<file path="config.mk">
export PLATFORM = sky130hd
export DESIGN_NAME = timer_counter_flat
export DESIGN_NICKNAME = d
export VERILOG_FILES = /design/src/rtl/timer_pkg.sv /design/src/rtl/timer_counter_if.sv /design/src/rtl/timer_prescaler.sv /design/src/rtl/timer_counter.sv /design/src/flat_wrapper.sv
export SDC_FILE = /design/constraint.sdc
export NUM_CORES = 1
export LEC_CHECK = 0
export CAP_MARGIN = 25
export CORE_MARGIN = 8
export CORE_UTILIZATION = 53
export DETAILED_ROUTE_END_ITERATION = 10
export GPL_ROUTABILITY_DRIVEN = 0
export PLACE_DENSITY = 0.82
export SLEW_MARGIN = 20
export SYNTH_ARGS = -nofsm -noshare
export SYNTH_HDL_FRONTEND = slang
export SYNTH_SLANG_ARGS = --single-unit
</file>
<file path="constraint.sdc">
create_clock -name sys_clk -period 2.7 [get_ports sys_clk]
set_input_delay 0.54 -clock sys_clk [delete_from_list [all_inputs] [get_ports sys_clk]]
set_output_delay 0.54 -clock sys_clk [all_outputs]
set_load 0.02 [all_outputs]
</file>
<file path="src/rtl/timer_pkg.sv">
// Shared constants, FSM state encoding and prescaler limit decode for the timer counter.
package timer_pkg;
    localparam int CNT_W   = 64;
    localparam int DIV_MAX = 8;
    localparam int DIV_W   = 4;
    localparam int PRE_W   = DIV_MAX;

    typedef logic [1:0] state_t;
    localparam logic [1:0] IDLE  = 2'd0;
    localparam logic [1:0] COUNT = 2'd1;
    localparam logic [1:0] HALT  = 2'd2;

    // Exponents above DIV_MAX saturate because only PRE_W bits can ever be set.
    function automatic logic [PRE_W-1:0] div_limit(input logic en, input logic [DIV_W-1:0] val);
        logic [PRE_W-1:0] lim;
        lim = '0;
        if (en) begin
            for (int i = 0; i < PRE_W; i++) begin
                if (i < int'(val)) lim[i] = 1'b1;
            end
        end
        return lim;
    endfunction
endpackage

</file>
<file path="src/rtl/timer_counter_if.sv">
// Register-file side bundle for the timer counter: control strobes in, count and status out.
interface timer_counter_if;
    import timer_pkg::*;

    logic             timer_en;
    logic             div_en;
    logic [DIV_W-1:0] div_val;
    logic             cnt_lo_we;
    logic             cnt_hi_we;
    logic [31:0]      wdata;
    logic             dbg_mode;
    logic             halt_req;
    logic             halt_ack;
    logic [CNT_W-1:0] cnt_val;
    logic             cnt_ovf;

    modport master (
        output timer_en, div_en, div_val, cnt_lo_we, cnt_hi_we, wdata, dbg_mode, halt_req,
        input  halt_ack, cnt_val, cnt_ovf
    );

    modport slave (
        input  timer_en, div_en, div_val, cnt_lo_we, cnt_hi_we, wdata, dbg_mode, halt_req,
        output halt_ack, cnt_val, cnt_ovf
    );
endinterface

</file>
<file path="src/rtl/timer_prescaler.sv">
// Power-of-two prescaler: counts run cycles and emits a one-cycle tick every limit+1 of them.
module timer_prescaler
    import timer_pkg::*;
(
    input  logic             sys_clk,
    input  logic             sys_rst_n,
    input  logic             div_en,
    input  logic [DIV_W-1:0] div_val,
    input  logic             run,
    input  logic             clear,
    output logic             tick
);
    logic [PRE_W-1:0] div_cnt_q, div_cnt_d;
    logic [PRE_W-1:0] limit;
    logic             div_en_q, div_en_d;
    logic [DIV_W-1:0] div_val_q, div_val_d;
    logic             change;

    always_comb begin
        limit     = div_limit(div_en, div_val);
        change    = (div_en != div_en_q) || (div_val != div_val_q);
        div_en_d  = div_en;
        div_val_d = div_val;
        // A restart of the prescale window (clear or setting change) swallows any due tick.
        tick      = run && !clear && !change && (div_cnt_q == limit);
        div_cnt_d = div_cnt_q;
        if (clear || change) begin
            div_cnt_d = '0;
        end else if (run) begin
            div_cnt_d = tick ? '0 : div_cnt_q + PRE_W'(1);
        end
    end

    always_ff @(posedge sys_clk or negedge sys_rst_n) begin
        if (!sys_rst_n) begin
            div_cnt_q <= '0;
            div_en_q  <= 1'b0;
            div_val_q <= '0;
        end else begin
            div_cnt_q <= div_cnt_d;
            div_en_q  <= div_en_d;
            div_val_q <= div_val_d;
        end
    end
endmodule

</file>
<file path="src/rtl/timer_counter.sv">
// 64-bit free-running timer with prescaler, software load and debug halt.
// Debug halt is built only when TIMER_CNT_HALT_EN is defined.
module timer_counter
    import timer_pkg::*;
(
    input  logic            sys_clk,
    input  logic            sys_rst_n,
    timer_counter_if.slave  bus
);
    state_t           state_q, state_d;
    logic [CNT_W-1:0] cnt_val_q, cnt_val_d;
    logic             cnt_ovf_q, cnt_ovf_d;
    logic             halt_ack_q, halt_ack_d;
    logic             halt_cond;
    logic             load;
    logic             run;
    logic             clear;
    logic             tick;

`ifdef TIMER_CNT_HALT_EN
    assign halt_cond = bus.dbg_mode & bus.halt_req;
`else
    logic unused_halt;
    assign unused_halt = bus.dbg_mode ^ bus.halt_req;
    assign halt_cond   = 1'b0;
`endif

    always_comb begin
        state_d = state_q;
        case (state_q)
            IDLE:    if (bus.timer_en) state_d = COUNT;
            COUNT: begin
                if (!bus.timer_en)  state_d = IDLE;
                else if (halt_cond) state_d = HALT;
            end
`ifdef TIMER_CNT_HALT_EN
            HALT:    if (!halt_cond) state_d = bus.timer_en ? COUNT : IDLE;
`endif
            default: state_d = IDLE;
        endcase
    end

    // Only cycles that stay in COUNT advance the prescaler, so leaving COUNT drops a due tick.
    assign run   = (state_q == COUNT) && (state_d == COUNT);
    assign load  = bus.cnt_lo_we | bus.cnt_hi_we;
    assign clear = (state_q == IDLE) || load;

    timer_prescaler u_prescaler (
        .sys_clk   (sys_clk),
        .sys_rst_n (sys_rst_n),
        .div_en    (bus.div_en),
        .div_val   (bus.div_val),
        .run       (run),
        .clear     (clear),
        .tick      (tick)
    );

    always_comb begin
        cnt_val_d = cnt_val_q;
        cnt_ovf_d = 1'b0;
        if (load) begin
            if (bus.cnt_hi_we) cnt_val_d[CNT_W-1:32] = bus.wdata;
            if (bus.cnt_lo_we) cnt_val_d[31:0]       = bus.wdata;
        end else if (tick) begin
            cnt_val_d = cnt_val_q + CNT_W'(1);
            cnt_ovf_d = &cnt_val_q;
        end
`ifdef TIMER_CNT_HALT_EN
        halt_ack_d = (state_d == HALT);
`else
        halt_ack_d = 1'b0;
`endif
    end

    always_ff @(posedge sys_clk or negedge sys_rst_n) begin
        if (!sys_rst_n) begin
            state_q    <= IDLE;
            cnt_val_q  <= '0;
            cnt_ovf_q  <= 1'b0;
            halt_ack_q <= 1'b0;
        end else begin
            state_q    <= state_d;
            cnt_val_q  <= cnt_val_d;
            cnt_ovf_q  <= cnt_ovf_d;
            halt_ack_q <= halt_ack_d;
        end
    end

    assign bus.cnt_val  = cnt_val_q;
    assign bus.cnt_ovf  = cnt_ovf_q;
    assign bus.halt_ack = halt_ack_q;
endmodule

</file>
<file path="src/flat_wrapper.sv">
// flat-port wrapper written by rule: the top's interface ports become plain ports
module timer_counter_flat import timer_pkg::*;
  (sys_clk, sys_rst_n, bus_timer_en, bus_div_en, bus_div_val, bus_cnt_lo_we, bus_cnt_hi_we, bus_wdata, bus_dbg_mode, bus_halt_req, bus_halt_ack, bus_cnt_val, bus_cnt_ovf);
  timer_counter_if bus_i ();
  input  logic sys_clk;
  input  logic sys_rst_n;
  input wire logic [$bits(bus_i.timer_en)-1:0] bus_timer_en;
  input wire logic [$bits(bus_i.div_en)-1:0] bus_div_en;
  input wire logic [$bits(bus_i.div_val)-1:0] bus_div_val;
  input wire logic [$bits(bus_i.cnt_lo_we)-1:0] bus_cnt_lo_we;
  input wire logic [$bits(bus_i.cnt_hi_we)-1:0] bus_cnt_hi_we;
  input wire logic [$bits(bus_i.wdata)-1:0] bus_wdata;
  input wire logic [$bits(bus_i.dbg_mode)-1:0] bus_dbg_mode;
  input wire logic [$bits(bus_i.halt_req)-1:0] bus_halt_req;
  output wire logic [$bits(bus_i.halt_ack)-1:0] bus_halt_ack;
  output wire logic [$bits(bus_i.cnt_val)-1:0] bus_cnt_val;
  output wire logic [$bits(bus_i.cnt_ovf)-1:0] bus_cnt_ovf;
  assign bus_i.timer_en = bus_timer_en;
  assign bus_i.div_en = bus_div_en;
  assign bus_i.div_val = bus_div_val;
  assign bus_i.cnt_lo_we = bus_cnt_lo_we;
  assign bus_i.cnt_hi_we = bus_cnt_hi_we;
  assign bus_i.wdata = bus_wdata;
  assign bus_i.dbg_mode = bus_dbg_mode;
  assign bus_i.halt_req = bus_halt_req;
  assign bus_halt_ack = bus_i.halt_ack;
  assign bus_cnt_val = bus_i.cnt_val;
  assign bus_cnt_ovf = bus_i.cnt_ovf;
  timer_counter u_core (.sys_clk(sys_clk), .sys_rst_n(sys_rst_n), .bus(bus_i));
endmodule
</file>
==> results of run 1 <==
==> power groups by stage <==
stage / Combinational [mW] / Sequential (mW) / Clock [mW]
detailed placement: 1.15 / 1.54 / 0
floorplan: 0.461 / 1.64 / 0
CTS: 1.16 / 1.51 / 0.944
global placement: 1.13 / 1.53 / 0
finish: 1.18 / 1.53 / 0.945
global route: 1.26 / 1.54 / 1.00
==> registers in the layout, indices dropped and copies added, names as in the netlist <==
name and flops:
u_core.u_prescaler.div_cnt_q 8, u_core.state_q 2, u_core.bus.cnt_val 64, u_core.u_prescaler.div_val_q 4
u_core.u_prescaler.div_en_q 1, u_core.bus.cnt_ovf 1
==> worst max-delay path: cells and delay by family <==
family	cells	cell delay (ns)
compound gates	5	1.18
buf+inv	6	1.11
simple gates	1	0.04
==> timing repair <==
item | 4_1_cts | 5_1_grt
setup endpoints to repair | 50 | 69
buffers inserted | 1 | 4
resized for setup | 8 | 10
gates cloned | 0 | 2
pin swaps | 2 | 5
==> path summary, 6_finish.rpt <==
kind | from | end | slack, ns | cells past startpoint
hold / removal | sys_rst_n | u_core.bus.cnt_val[0] | 0.11 | 1
setup reg to reg | u_core.bus.cnt_val[0] | u_core.bus.cnt_val[49] | 0.16 | 6
hold reg to reg | u_core.state_q[1] | u_core.state_q[0] | 0.47 | 1
min in group sys_clk | bus_div_en | u_core.u_prescaler.div_en_q | 0.45 | 2
setup / recovery | bus_div_val[2] | u_core.bus.cnt_val[3] | 0.08 | 12
max in group asynchronous | sys_rst_n | u_core.bus.cnt_val[30] | 1.97 | 2
==> cells in the final DEF (no fill, tap or decap), types with 16 or more instances in the layout <==
master           instances
o21ai_0                 38
dfrtp_1                 80
nor3_1                  36
clkdlybuf4s50_1         99
inv_1                   25
a22oi_1                 21
nand2_1                 70
a2bb2oi_1               18
nand4_1                 22
buf_4                   68
o22ai_1                 34
nand3_1                 40
and3_1                  17
nor2_1                  42
nor4_1                  16
==> layer usage <==
layer,up-vias,share of wire (%),global-route usage (%)
li1,2914,-,-
met1,3178,38,37.4
met2,561,45,43.7
met5,-,0,0
met3,105,13,7.18
met4,0,4.7,14.6
==> cells by family (layout without fill, tap and decap cells) <==
family	count (synthesis)	count (layout)	share of synthesized area, %
AOI/OAI and AO/OA	222	222	29.4
xor gates and xnor gates	10	10	1.56
adders and majority gates	2	2	0.445
buffers and inverters	75	229	6.10
DFF	80	80	35.6
muxes	1	1	0.178
other	1	2	0.0668
and+or+nand+nor	286	286	26.6
==> stage by stage <==
| step | setup WS (ns) | TNS (ns) | hold slack (ns) | total power [mW] | cells |
|---|---|---|---|---|---|
| floorplan | 0.157 | 0 | 0.244 | 2.10 | 678 |
| global placement | -0.444 | -24.05 | 0.441 | 2.66 | 945 |
| detailed placement | -0.561 | -29.66 | 0.455 | 2.69 | 945 |
| CTS | 0.000767 | 0 | 0.126 | 3.62 | 962 |
| global route | 0.00906 | 0 | 0.135 | 3.81 | 968 |
| finish | 0.0766 | 0 | 0.107 | 3.66 | 968 |
==> layout make-up <==
type	instances	area, um^2	share of cell area, %
timing repair buffer	187	1820	23.9
clock buffer	13	159	2.09
clock inverter	3	40.0	0.525
multi-input combinational	523	3330	43.7
sequential	80	2000	26.3
inverter	26	97.6	1.28
tap	136	170	2.23
==> metrics.cfg, run 1 <==
[outcome]
outcome=finished clean

[critical_path]
cp.arrival_ns=2.87
slowest_stage=o2bb2a_1
criticalPathCategory=input pin to register
cp-end-kind=register
required_ns=2.95
start_kind=input pin
crit_path_frequent_cell=buf_4
worstPathCellList=dlygate4sd2_1 -> buf_4 -> a211o_1 -> a22o_1 -> a32oi_2 -> buf_4 -> nor4b_4 -> buf_4 -> buf_12 -> buf_12 -> a2bb2oi_1 -> o2bb2a_1
max_stage_delay_ns=0.32
critical_path.max_fanout=9

[routing]
vias_per_cell=6.98
drtIter0Drc=1186
dr.pass1.iters=6
final_antenna_net_count=0
wl_um=21200
routedWlPerCell_um=21.9
num_vias=6758
drc=0

[global_route]
grt_usage_pct=28.8
grt_pass1_wl_um=33300
grt_max_degree=123
overflow=0
first_global_vias=6272
antenna_found_initial=0

[place]
portBuffers=106
place_area_um2=7260
detailed_place_hpwl_um=15000

[clocking]
htreeDepth=3
clkTransAtPathRegs_ns=0.09
cts_inserted_buffers=9
cts_sinks=80
clk_latency_ns=0.37
postCtsHoldBufs=0
clk_path_buf_depth=2
root_buffer=clkbuf_8
cts_tree=yes

[power_and_ir_drop]
intPower_mw=2.34
ir_worst_vdd_uv=348
power_frac_seq_pct=41.8
p_leak_nw=3.01
power_frac_clock_pct=25.8
power.switching_mw=1.31
p_per_area_nw_per_um2=480
p_sw_share_pct=35.9
combPwrFrac_pct=32.4

[sta]
fmax_mhz=381
fin_crit_sh_pct=97.2
max_slew.worst_pin.slew_ns=0.863
finalMaxSlewViolations=0
slew_headroom_pct=42.5
finalSetupViolations=0
min_period_ns=2.62
hold_viol_final=0
rsz0062_at_grt=false
skew_ns=0.00860

[final_layout]
fin_util_pct=73.8
drive_gt1_share_pct=15.3
finish.instance_area_um2=7620
antenna_cells=0
nets=873
synthToLayoutAreaGrowth_pct=35.7
fillers=737

[logic_synthesis]
synth_cell_type_count=74
synth.largest_area_cell=dfrtp_1
synth_area_leaders=dfrtp_1 (36%), nand2_1 (4.7%), o22ai_1 (3.8%)
ys_seq_area_share_pct=35.6
ys_dominant_reg_cell=dfrtp_1
syn_avg_cell_area_um2=8.30
synthArstFlopShare_pct=100
syn-instance-count=677
synth.cell_area_um2=5620
synth_edf_count=0
synth_warnings=0
ys_ff_latch=80
ys_top_cells_by_count=dfrtp_1 (80), nand2_1 (70), nor2_1 (42), nand3_1 (40), o21ai_0 (38)
yosysTopAreaCellShare_pct=35.6
synth.most_common_cell=dfrtp_1

[worst_hold_path]
hold_path.class=input pin to async pin

[floorplanning]
num_io_pins=110
start_util_pct=54.4
die-area_um2=14200
fp.dieW_um=119
fp.coreArea_um2=10300
row_count=37
die_y_um=119

[flow_run]
cap_violations=0

Note: power is estimated with default switching activity, not from simulation.
==> run 2: changes to the inputs <==
--- a/config.mk
+++ b/config.mk
@@ -6,7 +6,6 @@
 export NUM_CORES = 1
 export LEC_CHECK = 0
 export CAP_MARGIN = 25
-export CORE_MARGIN = 8
 export CORE_UTILIZATION = 53
 export DETAILED_ROUTE_END_ITERATION = 10
 export GPL_ROUTABILITY_DRIVEN = 0
==> constraint.sdc (replaced) <==
create_clock -name sys_clk -period 2.7 [get_ports sys_clk]
set_input_delay 0.405 -clock sys_clk [delete_from_list [all_inputs] [get_ports sys_clk]]
set_output_delay 0.405 -clock sys_clk [all_outputs]
set_load 0.02 [all_outputs]
==> run 2 against run 1 <==
- fmax grew 0.16%
- global-route usage up 8.8 points
- final cell count fell by 0.83%
- final area is 1.2% lower
- clock power grew 2.8%
- routed wire length decreased by 5.2%
- power rose by 0.41%
- combinational power about the same
==> metrics.cfg, run 2 (synthesis results as in run 1) <==
[place]
portBuffers=106
detailed_place_hpwl_um=14600
place_area_um2=7230

[global_route]
overflow=0
grt_pass1_wl_um=32200
grt_usage_pct=37.5
grt_max_degree=123
first_global_vias=6171
antenna_found_initial=0

[clocking]
clkTransAtPathRegs_ns=0.08
cts_inserted_buffers=9
htreeDepth=3
root_buffer=clkbuf_8
clk_path_buf_depth=2
clk_latency_ns=0.36
cts_tree=yes
cts_sinks=80

[worst_hold_path]
hold_path.class=input pin to register

[power_and_ir_drop]
p_per_area_nw_per_um2=488
ir_worst_vdd_uv=286
p_leak_nw=2.94

[sta]
fin_crit_sh_pct=97.0
max_slew.worst_pin.slew_ns=0.848
slew_headroom_pct=43.5
hold_viol_final=0
skew_ns=0.0136
rsz0062_at_grt=false
hold_slack_ns=0.410
fmax_mhz=382
finalMaxSlewViolations=0
min_period_ns=2.62
finalSetupViolations=0

[routing]
drtIter0Drc=812
wl_um=20100
routedWlPerCell_um=21.0
drc=0
num_vias=6670
vias_per_cell=6.95
final_antenna_net_count=0
dr.pass1.iters=7

[floorplanning]
row_count=37
start_util_pct=54.7
die_y_um=105
fp.dieW_um=105
fp.coreArea_um2=10300
num_io_pins=110
die-area_um2=11000

[critical_path]
path_buf_inv=5
start_kind=input pin
cp-end-kind=register
required_ns=2.95
critical_path.max_fanout=9
crit_family=compound AO/OA/AOI/OAI gates
criticalPathCategory=input pin to register
cp.arrival_ns=2.87
worstPathCellList=clkdlybuf4s50_1 -> buf_4 -> a211o_1 -> a22o_1 -> a32oi_2 -> buf_4 -> nor4b_4 -> buf_12 -> buf_12 -> a2bb2oi_1 -> o2bb2a_1
max_stage_delay_ns=0.47
slowest_stage=clkdlybuf4s50_1

[final_layout]
nets=867
antenna_cells=0
final_common_cell=clkdlybuf4s50_1
drive_gt1_share_pct=14.4
final_cell_mix=clkdlybuf4s50_1 (103), dfrtp_1 (80), nand2_1 (70)
largest_reg_flops=64
synthToLayoutAreaGrowth_pct=34.0
fin_util_pct=73.3
finish.instance_area_um2=7530

[flow_run]
cap_violations=0

[outcome]
outcome=finished clean

-- run 2: cell count changes in the layout (fill, tap and decap cells not counted), sizes merged --
| cell | before | now |
|---|---|---|
| buf | 80 | 75 |
| bufinv | 1 | 2 |
| clkbuf | 15 | 10 |
| clkdlybuf4s50 | 99 | 103 |
| dlygate4sd2 | 2 | 1 |
| dlygate4sd3 | 0 | 1 |
| dlymetal6s2s | 4 | 1 |
-- run 2: path summary, 6_finish.rpt --
path	slack [ns]	to	depth (start not counted)	startpoint
worst max register to register	0.15	u_core.bus.cnt_val[57]	6	u_core.bus.cnt_val[11]
min in group asynchronous	0.53	u_core.bus.cnt_val[0]	2	sys_rst_n
worst min-delay path	0.41	u_core.u_prescaler.div_val_q[2]	1	bus_div_val[2]
worst max-delay path	0.08	u_core.bus.cnt_val[12]	11	bus_div_val[1]
worst min register to register	0.46	u_core.state_q[0]	1	u_core.state_q[1]
max in group asynchronous	1.55	u_core.u_prescaler.div_cnt_q[4]	3	sys_rst_n
-- run 2: report_power, final --
| part | leakage (nW) | internal [mW] | switching [mW] |
|---|---|---|---|
| Combinational | 1.91 | 0.538 | 0.631 |
| Sequential | 0.926 | 1.32 | 0.211 |
| Clock | 0.108 | 0.533 | 0.438 |
| Total | 2.94 | 2.39 | 1.28 |
-- run 2: per-stage QoR --
stage                     worst slack (ns)  cells  TNS [ns]  total power, mW
after floorplan                      0.292    678         0             2.10
after global placement              -0.323    942    -15.54             2.64
after detailed placement            -0.437    942    -20.68             2.68
after CTS                           0.0447    957         0             3.64
after global routing               0.00563    960         0             3.83
final                               0.0807    960         0             3.67
-- run 2: layer usage --
metal | wire (um) | up-vias | GRT usage [%] | share of wire [%]
li1 | - | 2906 | - | -
met1 | 7850 | 3103 | 51.0 | 39
met2 | 8740 | 551 | 55.7 | 43
met3 | 2370 | 110 | 7.74 | 12
met4 | 1170 | 0 | 21.3 | 5.8
met5 | 0 | - | 0 | 0
-- run 2: area by class of cell --
class / instances / area [um^2]
sequential: 80 / 2000
inverter: 26 / 97.6
timing repair buffer: 181 / 1720
fill: 817 / 2750
multi-input combinational: 523 / 3330
tap: 136 / 170
clock inverter: 4 / 70.1
clock buffer: 10 / 138
-- run 2: what timing repair did --
| item | CTS | global route |
|---|---|---|
| resized for setup | 2 | 10 |
| endpoints found under the hold margin | 13 | 0 |
| pin swaps | 0 | 2 |
| hold buffers | 1 | 0 |
| endpoints found under the setup margin | 14 | 41 |
| setup buffers | 0 | 3 |
==> run 3: changes to the inputs <==
--- a/config.mk
+++ b/config.mk
@@ -7,6 +7,7 @@
 export LEC_CHECK = 0
 export CAP_MARGIN = 25
 export CORE_UTILIZATION = 53
+export CTS_CLUSTER_DIAMETER = 100
 export DETAILED_ROUTE_END_ITERATION = 10
 export GPL_ROUTABILITY_DRIVEN = 0
 export PLACE_DENSITY = 0.82
==> results of run 3 <==
No change in the layout: final DEF, timing and power equal those of run 2.
